==> src/rtl/super_mac_ctrl.sv <==
// rtl/super_mac_ctrl.sv - fetch/MAC sequencer for the 16-lane super_mac array.
// Optional SUPER_MAC_CTRL_PERF_EN adds perf_cycles/perf_stalls counters.
module super_mac_ctrl #(
  parameter int TERM_W      = 16,
  parameter int OUT_W       = 16,
  parameter int MEM_LATENCY = 1
) (
  input  logic              clk,
  input  logic              arst_in,
  input  logic              start,
  input  logic [TERM_W-1:0] cfg_terms,
  input  logic [OUT_W-1:0]  cfg_outputs,
  input  logic              fetch_stall,
  output logic              busy,
  output logic              done,
  output logic              rd_en,
  output logic [TERM_W-1:0] term_idx,
  output logic [OUT_W-1:0]  out_idx,
  output logic              mac_input_valid,
  output logic              mac_accumulate_internal,
  output logic              out_write,
`ifdef SUPER_MAC_CTRL_PERF_EN
  output logic [OUT_W-1:0]  out_addr,
  output logic [31:0]       perf_cycles,
  output logic [31:0]       perf_stalls
`else
  output logic [OUT_W-1:0]  out_addr
`endif
);

  localparam logic [TERM_W-1:0] TERM_ONE = 1;
  localparam logic [OUT_W-1:0]  OUT_ONE  = 1;

  typedef enum logic [1:0] {IDLE, RUN, DRAIN, DONE} state_t;
  state_t state, state_nxt;

  logic [TERM_W-1:0] terms_q;
  logic [OUT_W-1:0]  outs_q;
  logic              cfg_ok;
  logic              term_last;
  logic              pix_last;
  logic              job_start;
  logic              final_write;

  logic [MEM_LATENCY-1:0] dl_valid;
  logic [MEM_LATENCY-1:0] dl_first;
  logic [MEM_LATENCY-1:0] dl_last;
  logic [OUT_W-1:0]       dl_idx [MEM_LATENCY];

  assign cfg_ok      = (cfg_terms != '0) && (cfg_outputs != '0);
  assign job_start   = (state == IDLE) && start;
  assign term_last   = (term_idx == terms_q - TERM_ONE);
  assign pix_last    = (out_idx == outs_q - OUT_ONE);
  assign final_write = out_write && (out_addr == outs_q - OUT_ONE);

  always_ff @(posedge clk or posedge arst_in) begin
    if (arst_in) state <= IDLE;
    else         state <= state_nxt;
  end

  always_comb begin
    state_nxt = state;
    case (state)
      IDLE:    if (start) state_nxt = cfg_ok ? RUN : DONE;
      RUN:     if (rd_en && term_last && pix_last) state_nxt = DRAIN;
      DRAIN:   if (final_write) state_nxt = DONE;
      DONE:    state_nxt = IDLE;
      default: state_nxt = IDLE;
    endcase
  end

  always_comb begin
    busy  = (state != IDLE);
    done  = (state == DONE);
    rd_en = (state == RUN) && !fetch_stall;
  end

  // Counters clear on the job's final fetch so they never step past cfg-1.
  always_ff @(posedge clk or posedge arst_in) begin
    if (arst_in) begin
      terms_q  <= '0;
      outs_q   <= '0;
      term_idx <= '0;
      out_idx  <= '0;
    end else if (job_start && cfg_ok) begin
      terms_q  <= cfg_terms;
      outs_q   <= cfg_outputs;
      term_idx <= '0;
      out_idx  <= '0;
    end else if (rd_en) begin
      if (term_last) begin
        term_idx <= '0;
        out_idx  <= pix_last ? '0 : out_idx + OUT_ONE;
      end else begin
        term_idx <= term_idx + TERM_ONE;
      end
    end
  end

  // Delay line aligns fetch tags with data arriving from memory.
  always_ff @(posedge clk or posedge arst_in) begin
    if (arst_in) begin
      dl_valid <= '0;
      dl_first <= '0;
      dl_last  <= '0;
      for (int i = 0; i < MEM_LATENCY; i++) dl_idx[i] <= '0;
    end else begin
      dl_valid[0] <= rd_en;
      dl_first[0] <= rd_en && (term_idx == '0);
      dl_last[0]  <= rd_en && term_last;
      dl_idx[0]   <= rd_en ? out_idx : '0;
      for (int i = 1; i < MEM_LATENCY; i++) begin
        dl_valid[i] <= dl_valid[i-1];
        dl_first[i] <= dl_first[i-1];
        dl_last[i]  <= dl_last[i-1];
        dl_idx[i]   <= dl_idx[i-1];
      end
    end
  end

  assign mac_input_valid         = dl_valid[MEM_LATENCY-1];
  assign mac_accumulate_internal = dl_valid[MEM_LATENCY-1] && !dl_first[MEM_LATENCY-1];

  // One extra stage matches the super_mac output register.
  always_ff @(posedge clk or posedge arst_in) begin
    if (arst_in) begin
      out_write <= 1'b0;
      out_addr  <= '0;
    end else begin
      out_write <= dl_valid[MEM_LATENCY-1] && dl_last[MEM_LATENCY-1];
      if (dl_valid[MEM_LATENCY-1] && dl_last[MEM_LATENCY-1])
        out_addr <= dl_idx[MEM_LATENCY-1];
    end
  end

`ifdef SUPER_MAC_CTRL_PERF_EN
  always_ff @(posedge clk or posedge arst_in) begin
    if (arst_in) begin
      perf_cycles <= '0;
      perf_stalls <= '0;
    end else if (job_start) begin
      perf_cycles <= '0;
      perf_stalls <= '0;
    end else begin
      if (busy && perf_cycles != '1)
        perf_cycles <= perf_cycles + 32'd1;
      if (state == RUN && fetch_stall && perf_stalls != '1)
        perf_stalls <= perf_stalls + 32'd1;
    end
  end
`endif

endmodule

==> config.mk <==
export PLATFORM = sky130hd
export DESIGN_NAME = super_mac_ctrl
export DESIGN_NICKNAME = d
export VERILOG_FILES = /design/src/rtl/super_mac_ctrl.sv
export SDC_FILE = /design/constraint.sdc
export NUM_CORES = 1
export LEC_CHECK = 0
export CAP_MARGIN = 20
export CORE_ASPECT_RATIO = 1.1
export CORE_MARGIN = 3
export CORE_UTILIZATION = 50
export CTS_CLUSTER_SIZE = 25
export DETAILED_ROUTE_END_ITERATION = 12
export GPL_TIMING_DRIVEN = 0
export PLACE_DENSITY = 0.71
export SLEW_MARGIN = 15
export SYNTH_ARGS = -nofsm -noshare
export SYNTH_HDL_FRONTEND = slang
export SYNTH_SLANG_ARGS = --single-unit
export TNS_END_PERCENT = 10
==> constraint.sdc <==
create_clock -name clk -period 11 [get_ports clk]
set_input_delay 3.3 -clock clk [delete_from_list [all_inputs] [get_ports clk]]
set_output_delay 3.3 -clock clk [all_outputs]
set_load 0.01 [all_outputs]
==> impl_summary.txt, run 1 <==
----------------------------------------------------
[Detailed routing]
  WL final ... approximately 18000 um
  Initial drt markers ... 408
  Drt first pass iters ... 6
  Residual antenna-violating net count after detailed routing ... 0
  Via Count ... 5605
  Number of remaining DRC errors ... 0
  Post-detailed-route wirelength per cell ... 19.2 um
  Avg Vias per Cell ... approximately 5.9

[Clocking]
  Root buffer selected by CTS ... sky130_fd_sc_hd__clkbuf_16
  Post-CTS setup buffer count ... 0
  Number of buffers added by the clock tree synthesis step ... 9
  Number of sinks handled by clock tree synthesis ... 102
  Bufs on Longest Clock Path ... 2
  H-tree levels ... 3
  Clock latency reported for the late side of the worst-skew pair ... around 360 ps
  Post-CTS Resized ... 0
  Clock-pin transition on the worst setup and hold timing paths ... around 70 ps
  Post-cts hold buffer count ... 0
  TritonCTS clock tree ... built

[Synthesis]
  Post-synthesis mux area share ... under 10%
  Complex-gate fraction of the synthesized area ... around an eighth
  Post-synthesis async set-or-reset flop share ... 100%
  Cell taking the most area after synthesis ... sky130_fd_sc_hd__dfrtp_1
  XOR/XNOR Fraction of Synth Area ... slightly below 8%
  Dominant combinational cell family by area after synthesis ... simple AND/OR/NAND/NOR gates
  Area share of the largest cell type after synthesis ... a little over two fifths
  Arithmetic-cell share of the synthesized area counting full adders, half adders and majority gates ... under 10%
  Simple logic cell fraction of the synthesized area ... 27.8%
  Register area share after synthesis ... 41.7%
  Post-synth EDFFs ... 0
  Cell with the most instances after synthesis ... sky130_fd_sc_hd__nand2_1
  Warning count from the yosys run ... 0
  Commonest cells in the synthesized netlist ... sky130_fd_sc_hd__nand2_1 (116), sky130_fd_sc_hd__dfrtp_1 (102), sky130_fd_sc_hd__o21ai_0 (40)
  Cell area after synthesis ... approximately 6100 um^2
  Cell types occupying the most area after synthesis ... sky130_fd_sc_hd__dfrtp_1 (42%), sky130_fd_sc_hd__nand2_1 (7.1%), sky130_fd_sc_hd__xnor2_1 (4.3%), sky130_fd_sc_hd__o21ai_0 (3.3%), sky130_fd_sc_hd__mux2_2 (2.9%)
  Total nets after synthesis ... 736
  Commonest register cell after synthesis ... sky130_fd_sc_hd__dfrtp_1
  Gate count of the mapped netlist ... a little under 700
  Flops & latches, synth ... between 100 and 150
  Distinct cell type count after synthesis ... slightly above 60
  Post-synthesis area per instance ... 8.87 um^2

[STA]
  Sum of negative setup slack ... 0 ps
  Count of final setup violators ... 0
  Measured slew at the worst slew-check pin ... 1010 ps
  Fmax ... roughly 0.12 GHz
  Pins Over Slew Limit ... 0
  Post-layout minimum cycle time ... around 8600 ps
  Final worst-path cycle share ... about four fifths
  Max-Slew Margin vs Limit ... around a third
  Setup repair after global routing missed its margin ... no
  Total count of hold-check failures in the final report ... 0
  Worst clock skew on the final layout ... approximately 6.8 ps

[Floorplan]
  Count of standard-cell rows ... between 40 and 50
  Die area ... roughly 14000 um^2
  Number of placed I/O pins ... 90
  DIE WIDTH ... approximately 110 um
  Die Y-Extent ... roughly 120 um
  Core ar. ... 11700 um^2
  Starting utilization of the core area ... ~52%

[Power and ir drop]
  Areal power density over the cells ... approximately 220 nW/um^2
  Peak supply drop ... 0.153 mV
  Pleak ... 3.25 nW
  Total power ... about 1.6 mW

[GRT]
  Maximum number of pins on one net before global-route repair ... about 80
  Total global-route track usage ... 27.5%
  Number of antenna violations at the first check in global routing ... 0
  Remaining Overflow, GRT ... 0
  Wire length of the first global-routing pass ... around 29000 um
  Via count of the first global-routing pass ... 5438

[Finish]
  Final instance area ... 7510 um^2
  Number of inserted filler cells in the final layout ... between 1000 and 1500
  Final std cells w/o fill ... approximately 950
  Number of antenna repair diodes ... 0
  Utilization of the core after routing ... between 60% and 70%
  Layout-stage area growth over the synthesis result ... 22.7%
  Final net count ... roughly 840
  Share of layout cells above drive strength 1 ... approximately 6%

[Min path]
  Launch instance of the worst min-delay path ... dl_idx[11]
  Class of the tightest hold or removal check ... flop to flop

[Placement]
  Total instance count after detailed placement ... 930
  Sum of net half-perimeters after detailed placement ... between 10000 and 15000 um
  Area after DPL ... 7230 um^2
  Final GP Congestion ... 0.913
  Count of buffers inserted at the top-level ports ... about 90

[Setup path]
  Origin of the critical flop-to-flop path ... outs_q[3]
  Maximum fanout along the worst path ... 11
  Type of destination of the critical path ... output pin
  Critical path required time ... a little under 8000 ps
  Critical path launch point ... fetch_stall
  Category of the most critical setup path ... input port to output pin
  Register-to-register setup slack ... about 7200 ps
  CP startpoint kind ... input port
  CP Data Arrival Time ... 5330 ps

[Job]
  # Max-Cap Violations ... 0

[Run status]
  Status ... finished, final reports clean

----------------------------------------------------
==> cell families (layout without fill, tap and decap cells) <==
| family | after synthesis | count (layout) |
|---|---|---|
| and+or+nand+nor | 319 | 319 |
| xor gates and xnor gates | 52 | 52 |
| DFF | 102 | 102 |
| buffers and inverters | 57 | 163 |
| muxes | 24 | 24 |
| adders and majority gates | 10 | 10 |
| AOI/OAI and AO/OA | 126 | 126 |
==> layout by cell type (no fill, tap or decap), drive strengths merged, types with 7 or more instances in the layout <==
master	netlist	routed
ha	10	10
nand4	14	14
clkdlybuf4s50	0	89
nand3b	11	11
nand2	116	116
mux2i	8	8
and3	20	20
a211oi	7	7
a31oi	8	8
nor3	12	12
nor4	24	24
or4	8	8
nor2b	14	14
o21ai	40	40
dfrtp	102	102
xnor2	30	30
or3	12	12
xor2	20	20
inv	21	25
nand3	19	19
nor2	29	29
clkbuf	35	44
a21oi	36	36
and2	17	17
mux2	16	16
==> per-stage QoR <==
| step | hold slack [ps] | setup slack [ps] |
|---|---|---|
| 3_3_place_gp | 457 | 2370 |
| 4_1_cts | 481 | 2340 |
| 2_1_floorplan | 456 | 3780 |
| 5_1_grt | 497 | 2270 |
| 3_5_place_dp | 465 | 2340 |
| 6_report | 480 | 2370 |
==> routing by layer <==
metal | global-route usage, % | up-vias | part of all wire, %
met5 | 0 | - | 0
met4 | 10.4 | 0 | 2.4
met3 | 4.47 | 31 | 4.8
met2 | 49.0 | 183 | 52
met1 | 33.5 | 2715 | 41
li1 | - | 2676 | -
==> final timing paths <==
path | end | cells after the start
min in group asynchronous | state[0] | 2
worst max-delay path | rd_en | 5
worst max register to register | out_idx[3] | 11
worst min-delay path | out_addr[11] | 1
worst min register to register | out_addr[11] | 1
max in group asynchronous | out_idx[3] | 3
==> registers in the layout, indices dropped and copies added, names as in the netlist <==
name / cells
dl_last: 1
out_addr: 16
out_write: 1
dl_idx: 16
terms_q: 16
outs_q: 16
state: 2
term_idx: 16
out_idx: 16
dl_first: 1
mac_input_valid: 1
==> power breakdown <==
part           switching [mW]  internal [mW]  total (mW)  leakage, nW
registers               0.142          0.470       0.612         1.32
logic                   0.398          0.323       0.721         1.78
clock network           0.154          0.156       0.310        0.141
total                   0.693          0.950        1.64         3.25
==> critical path, cell delays in order <==
cell and delay (ps):
sky130_fd_sc_hd__clkdlybuf4s50_1 430, sky130_fd_sc_hd__nand2b_1 310, sky130_fd_sc_hd__inv_1 240, sky130_fd_sc_hd__clkbuf_1 430
sky130_fd_sc_hd__clkdlybuf4s50_1 630
==> layout make-up <==
class	count	area, um^2	share of cell area [%]
buffer	36	144	1.92
clock buffer	9	225	3.00
clock inverter	7	53.8	0.716
inverter	21	83.8	1.12
multi-input combinational	531	3340	44.5
sequential	102	2550	34.0
tap	150	188	2.50
timing repair buffer	90	918	12.2
(Power assumes the default switching activity.)
==> inputs of run 2 (changes only) <==
- PLACE_DENSITY: 0.71 -> 0.74
- clock period: 11 -> 7.6 ns (I/O delays scaled with it)
==> run 2 against run 1 <==
Against the previous run: sequential share of layout area is essentially flat; wire length decreased by 1.1%; clock skew about the same; combinational power rose by 46%; critical path depth did not move; non-clock buffer count unchanged; first-iteration DRC count increased by 6.4%; via count up 1.0%; critical endpoint unchanged; highest routed layer unchanged.
==> impl_summary.txt, run 2 (synthesis results as in run 1) <==
----------------------------------------------------
[STA]
  Measured slew at the worst slew-check pin ... just over 1000 ps
  Fmax ... 0.152 GHz
  Final worst-path cycle share ... slightly below 90%
  Sum of negative setup slack ... 0 ps
  Setup repair after global routing missed its margin ... no
  Total count of hold-check failures in the final report ... 0
  Worst clock skew on the final layout ... 6.89 ps
  Pins Over Slew Limit ... 0
  Max-Slew Margin vs Limit ... a little under a third
  Post-layout minimum cycle time ... roughly 6600 ps
  Count of final setup violators ... 0

[Floorplan]
  Starting utilization of the core area ... about 52%
  Die Y-Extent ... roughly 120 um
  Count of standard-cell rows ... 41
  DIE WIDTH ... between 100 and 150 um
  Die area ... approximately 14000 um^2
  Number of placed I/O pins ... 90
  Core ar. ... ~12000 um^2

[Power and ir drop]
  Peak supply drop ... between 0.15 and 0.2 mV
  Areal power density over the cells ... 316 nW/um^2
  Pleak ... about 3.2 nW

[Finish]
  Final instance area ... between 7000 and 8000 um^2
  Number of antenna repair diodes ... 0
  Most common cell after layout, fill and taps aside ... sky130_fd_sc_hd__nand2_1
  Final std cells w/o fill ... 946
  Most used cells in the layout excluding fill and tap cells ... sky130_fd_sc_hd__nand2_1 (116), sky130_fd_sc_hd__dfrtp_1 (102), sky130_fd_sc_hd__clkdlybuf4s50_1 (89), sky130_fd_sc_hd__o21ai_0 (40)
  Share of layout cells above drive strength 1 ... 5.78%
  Final net count ... approximately 840
  Number of inserted filler cells in the final layout ... around 1000
  Layout-stage area growth over the synthesis result ... 22.7%

[Setup path]
  Critical path launch point ... fetch_stall
  CP Data Arrival Time ... 4300 ps
  Logic depth of the worst register-to-register path ... 11
  CP startpoint kind ... input port
  Last element of the critical path ... rd_en
  Category of the most critical setup path ... input port to output pin
  Register-to-register setup slack ... roughly 3700 ps
  Reg-to-reg critical path endpoint ... out_idx[15]
  Type of destination of the critical path ... output pin
  Origin of the critical flop-to-flop path ... outs_q[3]
  Critical path required time ... about 5300 ps
  Maximum fanout along the worst path ... 11

[Detailed routing]
  Number of remaining DRC errors ... 0
  Avg Vias per Cell ... between 5 and 6
  WL final ... approximately 18000 um
  Initial drt markers ... around 430
  Via Count ... around 5700
  Residual antenna-violating net count after detailed routing ... 0
  Post-detailed-route wirelength per cell ... roughly 19 um
  Drt first pass iters ... 5

[Clocking]
  Post-CTS setup buffer count ... 0
  TritonCTS clock tree ... built
  Bufs on Longest Clock Path ... 2
  Number of buffers added by the clock tree synthesis step ... 9
  Root buffer selected by CTS ... sky130_fd_sc_hd__clkbuf_16
  Post-CTS Resized ... 0
  Number of sinks handled by clock tree synthesis ... slightly above 100
  Clock latency reported for the late side of the worst-skew pair ... roughly 360 ps
  Post-cts hold buffer count ... 0
  Clock-pin transition on the worst setup and hold timing paths ... roughly 70 ps
  H-tree levels ... 3

[Job]
  # Max-Cap Violations ... 0

[Min path]
  Class of the tightest hold or removal check ... flop to flop

[Placement]
  Area after DPL ... roughly 7200 um^2
  Total instance count after detailed placement ... 930
  Sum of net half-perimeters after detailed placement ... approximately 13000 um
  Final GP Congestion ... 0.904
  Count of buffers inserted at the top-level ports ... a little under 90

[GRT]
  Maximum number of pins on one net before global-route repair ... 80
  Wire length of the first global-routing pass ... ~29000 um
  Remaining Overflow, GRT ... 0
  Total global-route track usage ... ~27%
  Number of antenna violations at the first check in global routing ... 0
  Via count of the first global-routing pass ... about 5600

[Run status]
  Status ... finished, final reports clean

----------------------------------------------------
==> run 2: cell types whose count changed in the layout (fill, tap and decap cells not counted) <==
cell	previous run	this run
sky130_fd_sc_hd__inv_6	5	2
sky130_fd_sc_hd__clkinv_4	1	3
sky130_fd_sc_hd__clkbuf_1	34	35
sky130_fd_sc_hd__clkinv_2	2	1
sky130_fd_sc_hd__clkinvlp_4	0	1
==> run 2: worst min-delay path by stage <==
stage / startpoint / end / slack, ps / cells after the start
finish: dl_idx[1] / out_addr[1] / 480 / 1
detailed placement: dl_idx[1] / out_addr[1] / 470 / 1
global placement: dl_idx[9] / out_addr[9] / 460 / 1
floorplan: dl_idx[0] / out_addr[0] / 460 / 1
CTS: dl_idx[1] / out_addr[1] / 480 / 1
global route: dl_idx[1] / out_addr[1] / 500 / 1
==> run 2: cell type report <==
| type | instances | area, um^2 | area share (%) |
|---|---|---|---|
| plain buffers | 36 | 144 | 1.92 |
| inverters | 21 | 83.8 | 1.12 |
| well taps | 150 | 188 | 2.50 |
| multi-input cells | 531 | 3340 | 44.6 |
| repair buffers | 90 | 918 | 12.2 |
| clock inverters | 6 | 47.5 | 0.633 |
| clock buffers | 10 | 229 | 3.05 |
| flip-flops and latches | 102 | 2550 | 34.0 |
==> run 2: layer usage <==
metal | vias up | wire length [um] | global-route usage, %
met5 | - | 0 | 0
met4 | 0 | 715 | 14.3
met3 | 59 | 1070 | 4.62
met2 | 222 | 8850 | 46.1
met1 | 2712 | 7330 | 33.1
li1 | 2669 | - | -
==> run 2: per-stage QoR <==
step,power [mW],setup WS (ps),utilization (%),hold slack (ps)
after floorplan,1.56,2420,-,456
after global placement,1.90,1010,61.5,457
after detailed placement,1.92,1060,61.8,467
after CTS,2.36,1040,64.2,482
after global routing,2.54,928,64.2,496
final,2.37,1020,64.2,478
==> run 2: where the power goes <==
part / switching [mW] / total [mW] / internal [mW]
clock network: 0.211 / 0.435 / 0.224
logic: 0.578 / 1.05 / 0.468
registers: 0.207 / 0.888 / 0.681
total: 0.995 / 2.37 / 1.37
==> run 2: critical path, stage by stage <==
cell and delay (ps):
sky130_fd_sc_hd__clkdlybuf4s50_1 430, sky130_fd_sc_hd__nand2b_1 310, sky130_fd_sc_hd__inv_1 230, sky130_fd_sc_hd__clkbuf_1 410, sky130_fd_sc_hd__clkdlybuf4s50_1 630
==> inputs of run 3 (changes only) <==
- SLEW_MARGIN: 15 -> 20
==> results of run 3 <==
Final layout, timing and power as in run 2 (identical DEF).
